[config.mk]
export PLATFORM = sky130hd
export DESIGN_NAME = adder_operand_gen
export DESIGN_NICKNAME = d
export VERILOG_FILES = /design/src/rtl/adder_operand_gen.sv
export SDC_FILE = /design/constraint.sdc
export NUM_CORES = 1
export LEC_CHECK = 0
export BUFFER_PORTS_ARGS = -buffer_cell sky130_fd_sc_hd__buf_4
export CORE_ASPECT_RATIO = 1.1
export CORE_MARGIN = 2
export CORE_UTILIZATION = 54
export CTS_BUF_LIST = sky130_fd_sc_hd__clkbuf_16
export CTS_CLUSTER_SIZE = 14
export DETAILED_ROUTE_END_ITERATION = 10
export PLACE_DENSITY = 0.82
export SYNTH_ARGS = -nofsm -noshare
export SYNTH_HDL_FRONTEND = slang
export SYNTH_SLANG_ARGS = --single-unit
[constraint.sdc]
create_clock -name clk -period 3.5 [get_ports clk]
set_input_delay 0 -clock clk [delete_from_list [all_inputs] [get_ports clk]]
set_output_delay 0 -clock clk [all_outputs]
set_load 0.05 [all_outputs]
[src/rtl/adder_operand_gen.sv]
// ============================================================================
//  Module   : adder_operand_gen
//  Purpose  : Generates pseudo-random operand pairs (a, b) for a downstream
//             adder stage from a 32-bit Galois LFSR. A run emits NUM_VECTORS
//             pairs over a valid/ready handshake, then pulses done.
//  Ports    : clk        - sole clock, rising edge
//             rst_n      - synchronous active-low reset
//             start      - level; begins a run when sampled high in IDLE
//             seed       - LFSR seed, captured on the accepted start cycle
//             out_ready  - downstream accepts the current pair
//             out_valid  - a/b hold a valid pair
//             a, b       - operands (low / high slices of the LFSR)
//             count      - pairs transferred in the current or last run
//             busy       - high in LOAD and RUN
//             done       - one-cycle pulse at end of run
//             checksum   - running sum of a+b (only with OPGEN_CHECKSUM_EN)
//  Config   : define OPGEN_CHECKSUM_EN to add the checksum port and register.
//  Revision : 1.0 - initial release
// ============================================================================
`default_nettype none

module adder_operand_gen #(
    parameter int ADDER_WIDTH = 22,
    parameter int NUM_VECTORS = 256
) (
    input  logic                   clk,
    input  logic                   rst_n,
    input  logic                   start,
    input  logic [31:0]            seed,
    input  logic                   out_ready,
    output logic                   out_valid,
    output logic [ADDER_WIDTH-1:0] a,
    output logic [ADDER_WIDTH-1:0] b,
    output logic [15:0]            count,
    output logic                   busy,
    output logic                   done
`ifdef OPGEN_CHECKSUM_EN
    ,
    output logic [ADDER_WIDTH:0]   checksum
`endif
);

    localparam logic [1:0]  c_st_idle = 2'd0;
    localparam logic [1:0]  c_st_load = 2'd1;
    localparam logic [1:0]  c_st_run  = 2'd2;
    localparam logic [1:0]  c_st_done = 2'd3;

    localparam logic [31:0] c_taps     = 32'h80200003;
    localparam logic [15:0] c_last_cnt = 16'(NUM_VECTORS - 1);

    logic [1:0]             r_state;
    logic [31:0]            r_lfsr;
    logic                   r_out_valid;
    logic [ADDER_WIDTH-1:0] r_a;
    logic [ADDER_WIDTH-1:0] r_b;
    logic [15:0]            r_count;
    logic                   r_busy;
    logic                   r_done;

    logic [31:0]            w_lfsr_step;
    logic [31:0]            w_seed_eff;
    logic                   w_xfer;

    // A zero seed would lock the LFSR at zero forever.
    assign w_seed_eff  = (seed == 32'h0) ? 32'h00000001 : seed;
    assign w_lfsr_step = {1'b0, r_lfsr[31:1]} ^ (r_lfsr[0] ? c_taps : 32'h0);
    assign w_xfer      = r_out_valid & out_ready;

    // a/b are registered copies of the LFSR slices, reloaded together with
    // the LFSR so they always reflect its current value without a comb path.
    always_ff @(posedge clk) begin
        if (!rst_n) begin
            r_state     <= c_st_idle;
            r_lfsr      <= 32'h00000001;
            r_out_valid <= 1'b0;
            r_a         <= '0;
            r_b         <= '0;
            r_count     <= 16'd0;
            r_busy      <= 1'b0;
            r_done      <= 1'b0;
        end else begin
            case (r_state)
                c_st_idle: begin
                    if (start) begin
                        r_state <= c_st_load;
                        r_lfsr  <= w_seed_eff;
                        r_a     <= w_seed_eff[ADDER_WIDTH-1:0];
                        r_b     <= w_seed_eff[31:32-ADDER_WIDTH];
                        r_count <= 16'd0;
                        r_busy  <= 1'b1;
                    end
                end
                c_st_load: begin
                    r_state     <= c_st_run;
                    r_out_valid <= 1'b1;
                end
                c_st_run: begin
                    if (w_xfer) begin
                        r_lfsr  <= w_lfsr_step;
                        r_a     <= w_lfsr_step[ADDER_WIDTH-1:0];
                        r_b     <= w_lfsr_step[31:32-ADDER_WIDTH];
                        r_count <= r_count + 16'd1;
                        if (r_count == c_last_cnt) begin
                            r_state     <= c_st_done;
                            r_out_valid <= 1'b0;
                            r_busy      <= 1'b0;
                            r_done      <= 1'b1;
                        end
                    end
                end
                c_st_done: begin
                    r_state <= c_st_idle;
                    r_done  <= 1'b0;
                end
                default: begin
                    r_state     <= c_st_idle;
                    r_out_valid <= 1'b0;
                    r_busy      <= 1'b0;
                    r_done      <= 1'b0;
                end
            endcase
        end
    end

`ifdef OPGEN_CHECKSUM_EN
    logic [ADDER_WIDTH:0] r_checksum;
    logic [ADDER_WIDTH:0] w_pair_sum;

    // Sum carried one bit wider than the operands; accumulation wraps.
    assign w_pair_sum = {1'b0, r_a} + {1'b0, r_b};

    always_ff @(posedge clk) begin
        if (!rst_n) begin
            r_checksum <= '0;
        end else if ((r_state == c_st_idle) && start) begin
            r_checksum <= '0;
        end else if ((r_state == c_st_run) && w_xfer) begin
            r_checksum <= r_checksum + w_pair_sum;
        end
    end

    assign checksum = r_checksum;
`endif

    assign out_valid = r_out_valid;
    assign a         = r_a;
    assign b         = r_b;
    assign count     = r_count;
    assign busy      = r_busy;
    assign done      = r_done;

endmodule

`default_nettype wire

# Word level (Yosys, flattened, before mapping)
# Index checks and enable logic that the tools add are counted.
# word_totals
output_inout_bits	63
elab_cells	54
register_bits	97
# op_classes
n_mux	26
reduce_logical	10
n_bitwise	2
n_addsub	1
eq_ne	7
# op_table
op	count
$mux W32	4
$mux W22	4
$pmux W22 S2	2
$pmux W32 S2	1
$logic_not A32 Y1	1
$mux W16	2
$pmux W16 S2	1
$xor A31 B32 Y32	1
$add A16 B1 Y16 const B	1
$eq A16 B8 Y1 const B	1
$reduce_and A3 Y1	4
$pmux W2 S4	1
$mux W2	3
$ne A2 B2 Y1 const B	3
$pmux W1 S2	3
$reduce_bool A2 Y1	3
$mux W1	5
$eq A2 B2 Y1 const B	2
$reduce_and A4 Y1	1
$eq A2 B1 Y1 const B	1
$logic_not A2 Y1	1
$and A1 B1 Y1	1

# Depth between registers and ports, before layout
# Gate-level depths: netlist of the first run.
# depth
word_depth	4
ltp_mapped	7

# Least setup slack after synthesis of the first run
# Ideal clock, no wire load.
# synth_timing
kind	reg2reg
start	register r_out_valid (netlist: out_valid)
end	register r_count[15] (netlist: count[15])
slack_ns	1.389
stages_incl_launch_ff	6
t_arrival_ns	2.040
t_required_ns	3.428
setup_time_ns	0.072
path_cell_list	dfxtp_1 a21boi_1 or4_4 buf_4 nor4_2 mux2i_1
# synth_between
elab_chain_cells	3
# synth_rtl
element	line	source
from (decl)	53	logic r_out_valid;
from (signal assigned)	75	r_out_valid <= 1'b0;
from (signal assigned)	95	r_out_valid <= 1'b1;
from (signal assigned)	105	r_out_valid <= 1'b0;
$and A1 B1 Y1	67	assign w_xfer = r_out_valid & out_ready;
$ne A2 B2 Y1 (no line)	-	
$reduce_and A3 Y1 (no line)	-	
to (signal assigned)	102	r_count <= r_count + 16'd1;
to (decl)	56	logic [15:0] r_count;
# No other way between the ends.
# A chain may end at the register's enable or synchronous reset.

# Final worst setup path of the first run
# layout_timing
start	register r_state[0]
end	register r_count[9] (netlist: count[9])
# layout_between
elab_chain_cells	3
# layout_rtl
element	line	source
from (decl)	51	logic [1:0] r_state;
from (signal assigned)	73	r_state <= c_st_idle;
from (signal assigned)	85	r_state <= c_st_load;
from (signal assigned)	94	r_state <= c_st_run;
$eq A2 B2 Y1 or $logic_not A2 Y1 (tied branches)	82	case (r_state)
$ne A2 B2 Y1 (no line) or $reduce_bool A2 Y1 (tied branches)	-	
$reduce_and A3 Y1 (no line)	-	
# Several ways; a longest one is shown, not always the timed one.

==> run metrics, run 1 <==
CTS tree=yes; CP cell instances=inv_1 -> ha_1 -> a21boi_1 -> or4_4 -> or4_1 -> a21oi_1; post-route ant nets=0; total track usage=23.8%; chip width=74.5 µm; Worst setup SP type=flop; CP Buf/Inv Count=1; Fin. Hold Viols=0; wire per inst=14.7 µm; setup TNS=0 ns; critical path peak fanout=13; share of cells above drive strength 1=28.3%; launching point of the worst reg2reg path=r_state[0]; I/O pin count=99; routability cong.=0.832; Post-Layout Cell Count=485; cells on worst reg2reg path=6; Leakage=0.00146 µW; Critical Path RT=3.72 ns; final WL=7110 µm; register area share after synthesis=36.6%; starting density of the core=55.4%; ys flop type=dfxtp_1; via count=2771; Post-Syn Nets=399; # rows=28; die area=6070 µm²; Max-Cap Viols=0; hold endpoint=r_lfsr[24]; r2r setup slk=1.15 ns; Synthesis Warnings=0; Slowest-stage cell, CP=or4_4; synthesized area per cell=8.24 µm²; # diodes=0; Post-CTS Repair Setup Buffers=0; Crit Path Category=flop to flop; largest net degree at the start of global routing=65; initial DRC count=132; Area Growth Syn to Fin=22.6%; pin slew with the least headroom to its limit=0.518 ns; reg2reg end=count[9]; DP HPWL=5050 µm; Crit. path cell count=6; Cell variety after synth=40; crit share post-route=67.1%; initial antenna violation count=0; GR Util met1=29.8%; Top delay family on crit path=simple AND/OR/NAND/NOR gates; Peak VDD IR=0.000621 V; Die Ht=81.5 µm; Total Nets Final=450; crit-path max cell delay=0.63 ns; minimum clock period=2.35 ns; EDFF count, synth=0; vias per std cell=5.71; core area=5330 µm²; first-pass iteration count of the detailed router=4; Root Driver=clkbuf_16; worst endpoint data arrival time=2.57 ns; Reg clk slew, reported paths=0.07 ns; synthesized instance count=358; met3 usage in global routing=6.13%; DP Cell Count=474; Post-Syn Area=2950 µm²; ys async rst share=0%; RSZ-0062 raised after global routing=false; outcome=completed; clk_skew=0.00502 ns; top post-synthesis cells by area=dfxtp_1, buf_4, o21ai_0; final setup vio count=0; first-pass GRT wire length=11300 µm; total CTS buffers=5; slew margin rel.=65.5%; fmax=426 MHz; WHS Path Cells=3; Pwr per Cell Area=992 nW/µm²; clock buffer depth=2; top-area cell type share of the netlist area=36.6%; grt total ovfl=0; count of final max-slew check failures=0; final core occ=68.0%; clock sinks=54; Worst Setup End Kind=flop; hold crit path type=primary input to flop; flops & latches, synth=54; Port Buffers=98; leading area contributor after synthesis=dfxtp_1; GRT Max-Usage Layer=met2; vias in the first global route=2400; drt drc=0; routing usage on met2=39.8%; Hold Crit Start=seed[24]; H-tree Lvls=2; Worst-Skew Late Latency=0.29 ns
synthesized netlist by cell type (2+ instances only):
cell      count
or2_2         2
mux2i_1      22
nor2_1       24
xnor2_1       2
nand3_1       9
o211ai_1      2
a21oi_1      29
or4_1         4
o21ai_0      52
or3_1         7
o22ai_1      14
ha_1          5
nand2b_1      3
xor2_1        3
inv_1         3
o31ai_1       4
clkbuf_1     16
nor4_1       11
buf_1         2
nand4_1       7
buf_4        44
dfxtp_1      54
and4_1        2
o21a_1        2
nand2_1      18
nor3_1        3
worst min-delay path, cell delays in order:
cell	delay [ns]
buf_4	0.08
mux2i_1	0.05
a21oi_1	0.12
what timing repair did:
| item | CTS | global route |
|---|---|---|
| endpoints found under the hold margin | 3 | 0 |
| hold buffers | 3 | 0 |
| resized for setup | 0 | 0 |
| setup endpoints to repair | 0 | 0 |
where the power goes:
| part | total [µW] | switching (µW) | internal [µW] |
|---|---|---|---|
| clock | 549 | 216 | 333 |
| combinational | 2080 | 1430 | 654 |
| sequential | 958 | 165 | 793 |
placed cells by master, fill, tap and decap left out, drive strengths merged, types with 3 or more instances in the layout:
master,instances
a21oi,29
buf,103
clkbuf,5
dfxtp,54
dlygate4sd3,3
ha,5
inv,5
mux2i,22
nand2,18
nand2b,3
nand3,9
nand4,7
nor2,24
nor3,4
nor4,12
o21ai,52
o22ai,14
o31ai,4
or3,7
or4,5
xor2,3
logic make-up after synthesis:
| logic type | count (synthesis) | synth area share, % |
|---|---|---|
| AO/OA/AOI/OAI | 108 | 20.1 |
| AND/OR/NAND/NOR | 99 | 18.4 |
| buffers and inverters | 65 | 13.9 |
| flip-flops | 54 | 36.6 |
| multiplexers | 22 | 7.46 |
| XOR/XNOR | 5 | 1.48 |
| adder cells (fa/ha/maj) | 5 | 2.12 |
state kept, by name (all words and copies together) (netlist names):
register,count
busy,1
out_valid,1
r_state,2
a,1
count,16
r_lfsr,32
done,1
how the worst max path moves through the flow:
stage                endpoint       start  slack [ns]
floorplan           count[15]   out_valid        1.39
global placement    count[13]  r_state[0]        1.26
detailed placement   count[9]  r_state[0]        1.17
CTS                  count[9]  r_state[0]        1.16
global route         count[9]  r_state[0]        0.98
finish               count[9]  r_state[0]        1.15
routing by layer:
metal / wire (µm) / vias to the layer above
li1: - / 1363
met1: 2830 / 1307
met2: 3690 / 92
met3: 466 / 9
met4: 125 / 0
met5: 0 / -
area by class of cell:
type,instances,area (µm²)
clock buffers,5,125
clock inverters,3,37.5
fillers,458,1710
inverters,3,11.3
multi-input cells,239,1470
flip-flops and latches,54,1080
well taps,75,93.8
repair buffers,106,803
metrics by stage:
stage               area, µm²  power, µW  hold WS, ns  worst slack, ns
finish                   3620       3590     0.000507             1.15
CTS                      3620       3600    0.0000423             1.16
global placement         3430       2990        0.287             1.26
detailed placement       3430       3050        0.306             1.17
floorplan                2950       2730        0.149             1.39
global route             3620       3810       0.0132            0.977
No activity file was read; power rests on OpenSTA's default activity.
==> inputs of run 2 (changes only) <==
--- a/config.mk
+++ b/config.mk
@@ -8,11 +8,11 @@
 export BUFFER_PORTS_ARGS = -buffer_cell sky130_fd_sc_hd__buf_4
 export CORE_ASPECT_RATIO = 1.1
 export CORE_MARGIN = 2
-export CORE_UTILIZATION = 54
+export CORE_UTILIZATION = 46
 export CTS_BUF_LIST = sky130_fd_sc_hd__clkbuf_16
 export CTS_CLUSTER_SIZE = 14
 export DETAILED_ROUTE_END_ITERATION = 10
-export PLACE_DENSITY = 0.82
+export PLACE_DENSITY = 0.74
 export SYNTH_ARGS = -nofsm -noshare
 export SYNTH_HDL_FRONTEND = slang
 export SYNTH_SLANG_ARGS = --single-unit
==> constraint.sdc (replaced) <==
create_clock -name clk -period 2.11 [get_ports clk]
set_input_delay 0 -clock clk [delete_from_list [all_inputs] [get_ports clk]]
set_output_delay 0 -clock clk [all_outputs]
set_load 0.05 [all_outputs]
==> run 2 against run 1 <==
Final area grew 1.7%. Critical path depth is the same. Clock power grew 48%. Via count shrank 1.1%. Global-route usage shrank 3.8 points. Register-to-register slack lost 1.1 ns. Non-clock buffer count grew 5. The run now ends with hold timing left. Clock-buffer cell count is the same. Hold slack lost 0.0032 ns. Die area grew 16%. Sequential share of layout area shrank 0.40 points.
==> run metrics, run 2 (synthesis gave the netlist of run 1 again) <==
post-route cell area=3680 µm²; worst endpoint data arrival time=2.25 ns; Leakage=0.00148 µW; Fin. Hold Viols=1; Max-Cap Viols=0; clock buffer depth=2; vias per std cell=5.54; H-tree Lvls=2; Pwr per Cell Area=1640 nW/µm²; first-pass GRT wire length=11400 µm; Port Buffers=98; outcome=finished, violations left; final setup vio count=0; fmax=493 MHz; commonest non-fill, non-tap cell in the layout=buf_4; CTS tree=yes; launching point of the worst reg2reg path=r_state[0]; Total Nets Final=455; initial antenna violation count=0; r2r setup slk=0.08 ns; chip width=80.4 µm; total track usage=20.0%; max reg flops=32; DP HPWL=5070 µm; Reg clk slew, reported paths=0.07 ns; starting density of the core=47.7%; Setup Slack @ Placement=-0.0319 ns; final WL=7050 µm; WHS Path Cells=3; pin slew with the least headroom to its limit=0.429 ns; routability cong.=0.787; Placed Area=3480 µm²; clock sinks=54; Worst Setup End Kind=flop; Min Hold Slack=-0.00266 ns; DP Cell Count=484; post-route ant nets=0; share of cells above drive strength 1=31.8%; Hold Crit Start=seed[17]; initial DRC count=110; via count=2740; Peak VDD IR=0.000832 V; hold endpoint=r_lfsr[17]; Crit Path Category=flop to flop; crit share post-route=96.2%; critical path peak fanout=7; hold crit path type=primary input to flop; vias in the first global route=2495; slew margin rel.=71.1%; I/O pin count=99; reg2reg end=count[9]; # diodes=0; cells on worst reg2reg path=6; failing checks=hold timing; Worst-Skew Late Latency=0.29 ns; final setup margin=0.0804 ns; die area=7070 µm²; Worst setup SP type=flop; largest net degree at the start of global routing=65; core area=6190 µm²; first-pass iteration count of the detailed router=4; drt drc=0; Biggest register=r_lfsr; count of final max-slew check failures=0; # rows=30; Area Growth Syn to Fin=24.7%; clk_skew=0.00582 ns; Post-Layout Cell Count=495; wire per inst=14.2 µm; total CTS buffers=5; minimum clock period=2.03 ns; most frequent cells in the layout=buf_4, o21ai_0, dfxtp_1; grt total ovfl=0; total power=6020 µW; Die Ht=88.0 µm; Critical Path RT=2.33 ns; Root Driver=clkbuf_16
run 2: layer usage:
layer	vias up	part of all wire [%]	global-route usage (%)
met2	69	49	35.6
li1	1376	-	-
met5	-	0	0
met4	0	1.4	5.55
met3	9	5.4	4.74
met1	1286	44	24.1
run 2: worst max-delay path by stage:
stage                     depth (start not counted)        end  slack (ns)        from
after detailed placement                          6  count[11]       -0.03  r_state[0]
after CTS                                         7   count[6]      0.0006  r_state[0]
final                                             6   count[9]        0.08  r_state[0]
after floorplan                                   7  count[15]        0.08  r_state[0]
after global routing                              7   count[5]      -0.002  r_state[0]
after global placement                            6   count[9]        0.05  r_state[0]
run 2: per-stage QoR:
step                      TNS [ns]  util [%]
after floorplan                  0         -
after global placement           0      56.3
after detailed placement   -0.0605      56.3
after CTS                        0      58.9
after global routing      -0.00274      59.4
final                            0      59.4
run 2: power breakdown:
| part | switching [µW] | leakage (µW) | internal [µW] |
|---|---|---|---|
| Combinational | 2400 | 0.000957 | 1220 |
| Sequential | 267 | 0.000445 | 1320 |
| Clock | 374 | 0.0000730 | 437 |
| Total | 3040 | 0.00148 | 2980 |
run 2: final cells by class:
| cell class | instances | area, µm² |
|---|---|---|
| Timing Repair Buffer | 111 | 856 |
| Clock buffer | 5 | 125 |
| Fill cell | 583 | 2510 |
| Sequential cell | 54 | 1080 |
| Clock inverter | 3 | 16.3 |
| Multi-Input combinational cell | 239 | 1490 |
| Tap cell | 80 | 100 |
| Inverter | 3 | 11.3 |
run 2: what timing repair did:
item | CTS | global route
pin swaps | 1 | 1
resized for setup | 0 | 10
hold buffers | 1 | 0
endpoints found under the hold margin | 1 | 0
endpoints found under the setup margin | 3 | 26
buffers inserted | 2 | 0
run 2: critical path: stages (launching register included):
cell     delay, ns
dfxtp_2       0.34
inv_1         0.07
ha_2          0.20
nor2b_4       0.13
or4_4         0.56
or4_1         0.49
a21oi_1       0.16
==> inputs of run 3 (changes only) <==
--- a/config.mk
+++ b/config.mk
@@ -8,11 +8,11 @@
 export BUFFER_PORTS_ARGS = -buffer_cell sky130_fd_sc_hd__buf_4
 export CORE_ASPECT_RATIO = 1.1
 export CORE_MARGIN = 2
-export CORE_UTILIZATION = 46
+export CORE_UTILIZATION = 51
 export CTS_BUF_LIST = sky130_fd_sc_hd__clkbuf_16
 export CTS_CLUSTER_SIZE = 14
 export DETAILED_ROUTE_END_ITERATION = 10
-export PLACE_DENSITY = 0.74
+export PLACE_DENSITY = 0.78
 export SYNTH_ARGS = -nofsm -noshare
 export SYNTH_HDL_FRONTEND = slang
 export SYNTH_SLANG_ARGS = --single-unit
==> constraint.sdc (replaced) <==
create_clock -name clk -period 2.3 [get_ports clk]
set_input_delay 0 -clock clk [delete_from_list [all_inputs] [get_ports clk]]
set_output_delay 0 -clock clk [all_outputs]
set_load 0.05 [all_outputs]
==> run 3 against run 2 <==
The run now ends clean. Power decreased by 9.7%. Combinational power decreased by 10%. Hold slack improved by 0.0076 ns. Core utilization increased by 4.5 points. Register-to-register slack improved by 0.08 ns. Sequential power decreased by 8%. Setup slack improved by 0.083 ns. Critical path depth unchanged. Critical path type unchanged. Largest cell class unchanged.
==> run metrics, run 3 (synthesis gave the netlist of run 1 again) <==
RSZ-0062 raised after global routing=false; initial DRC count=131; Pwr per Cell Area=1490 nW/µm²; Reg clk slew, reported paths=0.07 ns; post-CTS sizing=0; via count=2770; final WL=6930 µm; share of cells above drive strength 1=28.6%; Max-Cap Viols=0; first-pass iteration count of the detailed router=6; fmax=468 MHz; Biggest register=r_lfsr; minimum clock period=2.14 ns; die area=6410 µm²; Worst-Skew Late Latency=0.29 ns; crit share post-route=92.9%; slew margin rel.=70.0%; routability cong.=0.818; count of final max-slew check failures=0; outcome=completed; first-pass GRT wire length=11400 µm; # diodes=0; starting density of the core=51.8%; total CTS buffers=5; DP HPWL=4870 µm; Worst setup SP type=flop; Worst Setup End Kind=flop; Root Driver=clkbuf_16; total track usage=21.5%; largest net degree at the start of global routing=65; vias in the first global route=2467; max reg flops=32; clk_skew=0.00603 ns; most frequent cells in the layout=buf_4, dfxtp_1, o21ai_0; wire per inst=14.1 µm; Area Growth Syn to Fin=23.4%; drt drc=0; commonest non-fill, non-tap cell in the layout=buf_4; final setup vio count=0; CTS tree=yes; critical path peak fanout=13; worst endpoint data arrival time=2.36 ns; chip width=76.5 µm; H-tree Lvls=2; Total Nets Final=454; clock sinks=54; vias per std cell=5.65; clock buffer depth=2; pin slew with the least headroom to its limit=0.446 ns; Crit Path Category=flop to flop; DP Cell Count=478; # rows=29; Post-Layout Cell Count=490; initial antenna violation count=0; Critical Path RT=2.52 ns; setup TNS=0 ns; grt total ovfl=0; Peak VDD IR=0.00103 V; Leakage=0.00146 µW; hold crit path type=primary input to flop; core area=5700 µm²; I/O pin count=99; Fin. Hold Viols=0; Die Ht=83.8 µm; post-route ant nets=0; Port Buffers=98
==> run 3: cell count changes in the layout (fill, tap and decap cells not counted), sizes merged <==
cell         before  now
inv               5    4
clkinvlp          0    1
buf             110  105
clkinv            1    0
dlygate4sd3       1    5
==> run 3: repair_timing <==
item                                    in CTS  in global routing
endpoints found under the hold margin        5                  0
endpoints found under the setup margin       0                  3
hold buffers                                 5                  0
buffers inserted                             0                  0
==> run 3: through the flow <==
| step | setup slack (ns) | instance area (µm²) | total power, µW | hold slack, ns | util (%) |
|---|---|---|---|---|---|
| 4_1_cts | 0.102 | 3640 | 5450 | 0.00288 | 64.0 |
| 3_3_place_gp | 0.192 | 3460 | 4660 | 0.290 | 60.7 |
| 5_1_grt | 0.0454 | 3640 | 5760 | 0.00832 | 64.0 |
| 2_1_floorplan | 0.189 | 2950 | 4160 | 0.149 | - |
| 3_5_place_dp | 0.112 | 3460 | 4720 | 0.299 | 60.7 |
| 6_report | 0.163 | 3640 | 5440 | 0.00495 | 64.0 |
==> run 3: layer usage <==
metal / up-vias / wire length [µm] / GRT usage [%]
li1: 1370 / - / -
met1: 1282 / 2910 / 26.5
met2: 103 / 3400 / 36.0
met3: 15 / 473 / 5.30
met4: 0 / 153 / 8.43
met5: - / 0 / 0
==> run 3: final cells by class <==
cell class | count | area, µm²
Inverter | 3 | 11.3
Multi-Input combinational cell | 239 | 1470
Clock inverter | 2 | 11.3
Fill cell | 478 | 2050
Tap cell | 77 | 96.3
Clock buffer | 5 | 125
Sequential cell | 54 | 1080
Timing Repair Buffer | 110 | 851
==> run 3: report_power, final <==
part	internal, µW	switching (µW)	total (µW)
combinational	1070	2190	3260
sequential	1210	250	1460
clock	394	327	721
==> run 3: path summary, 6_finish.rpt <==
check	startpoint	end	cells after the start	slack [ns]
worst max register to register	r_state[0]	count[13]	6	0.16
worst min-delay path	seed[26]	r_lfsr[26]	3	0.005
worst max-delay path	r_state[0]	count[13]	6	0.16
worst min register to register	a[0]	a[0]	2	0.48
==> run 3: worst max-delay path: stages (launching register included) <==
cell	delay, ns
dfxtp_1	0.36
inv_1	0.09
ha_1	0.21
nor2b_4	0.15
or4_4	0.62
or4_1	0.50
a21oi_1	0.15
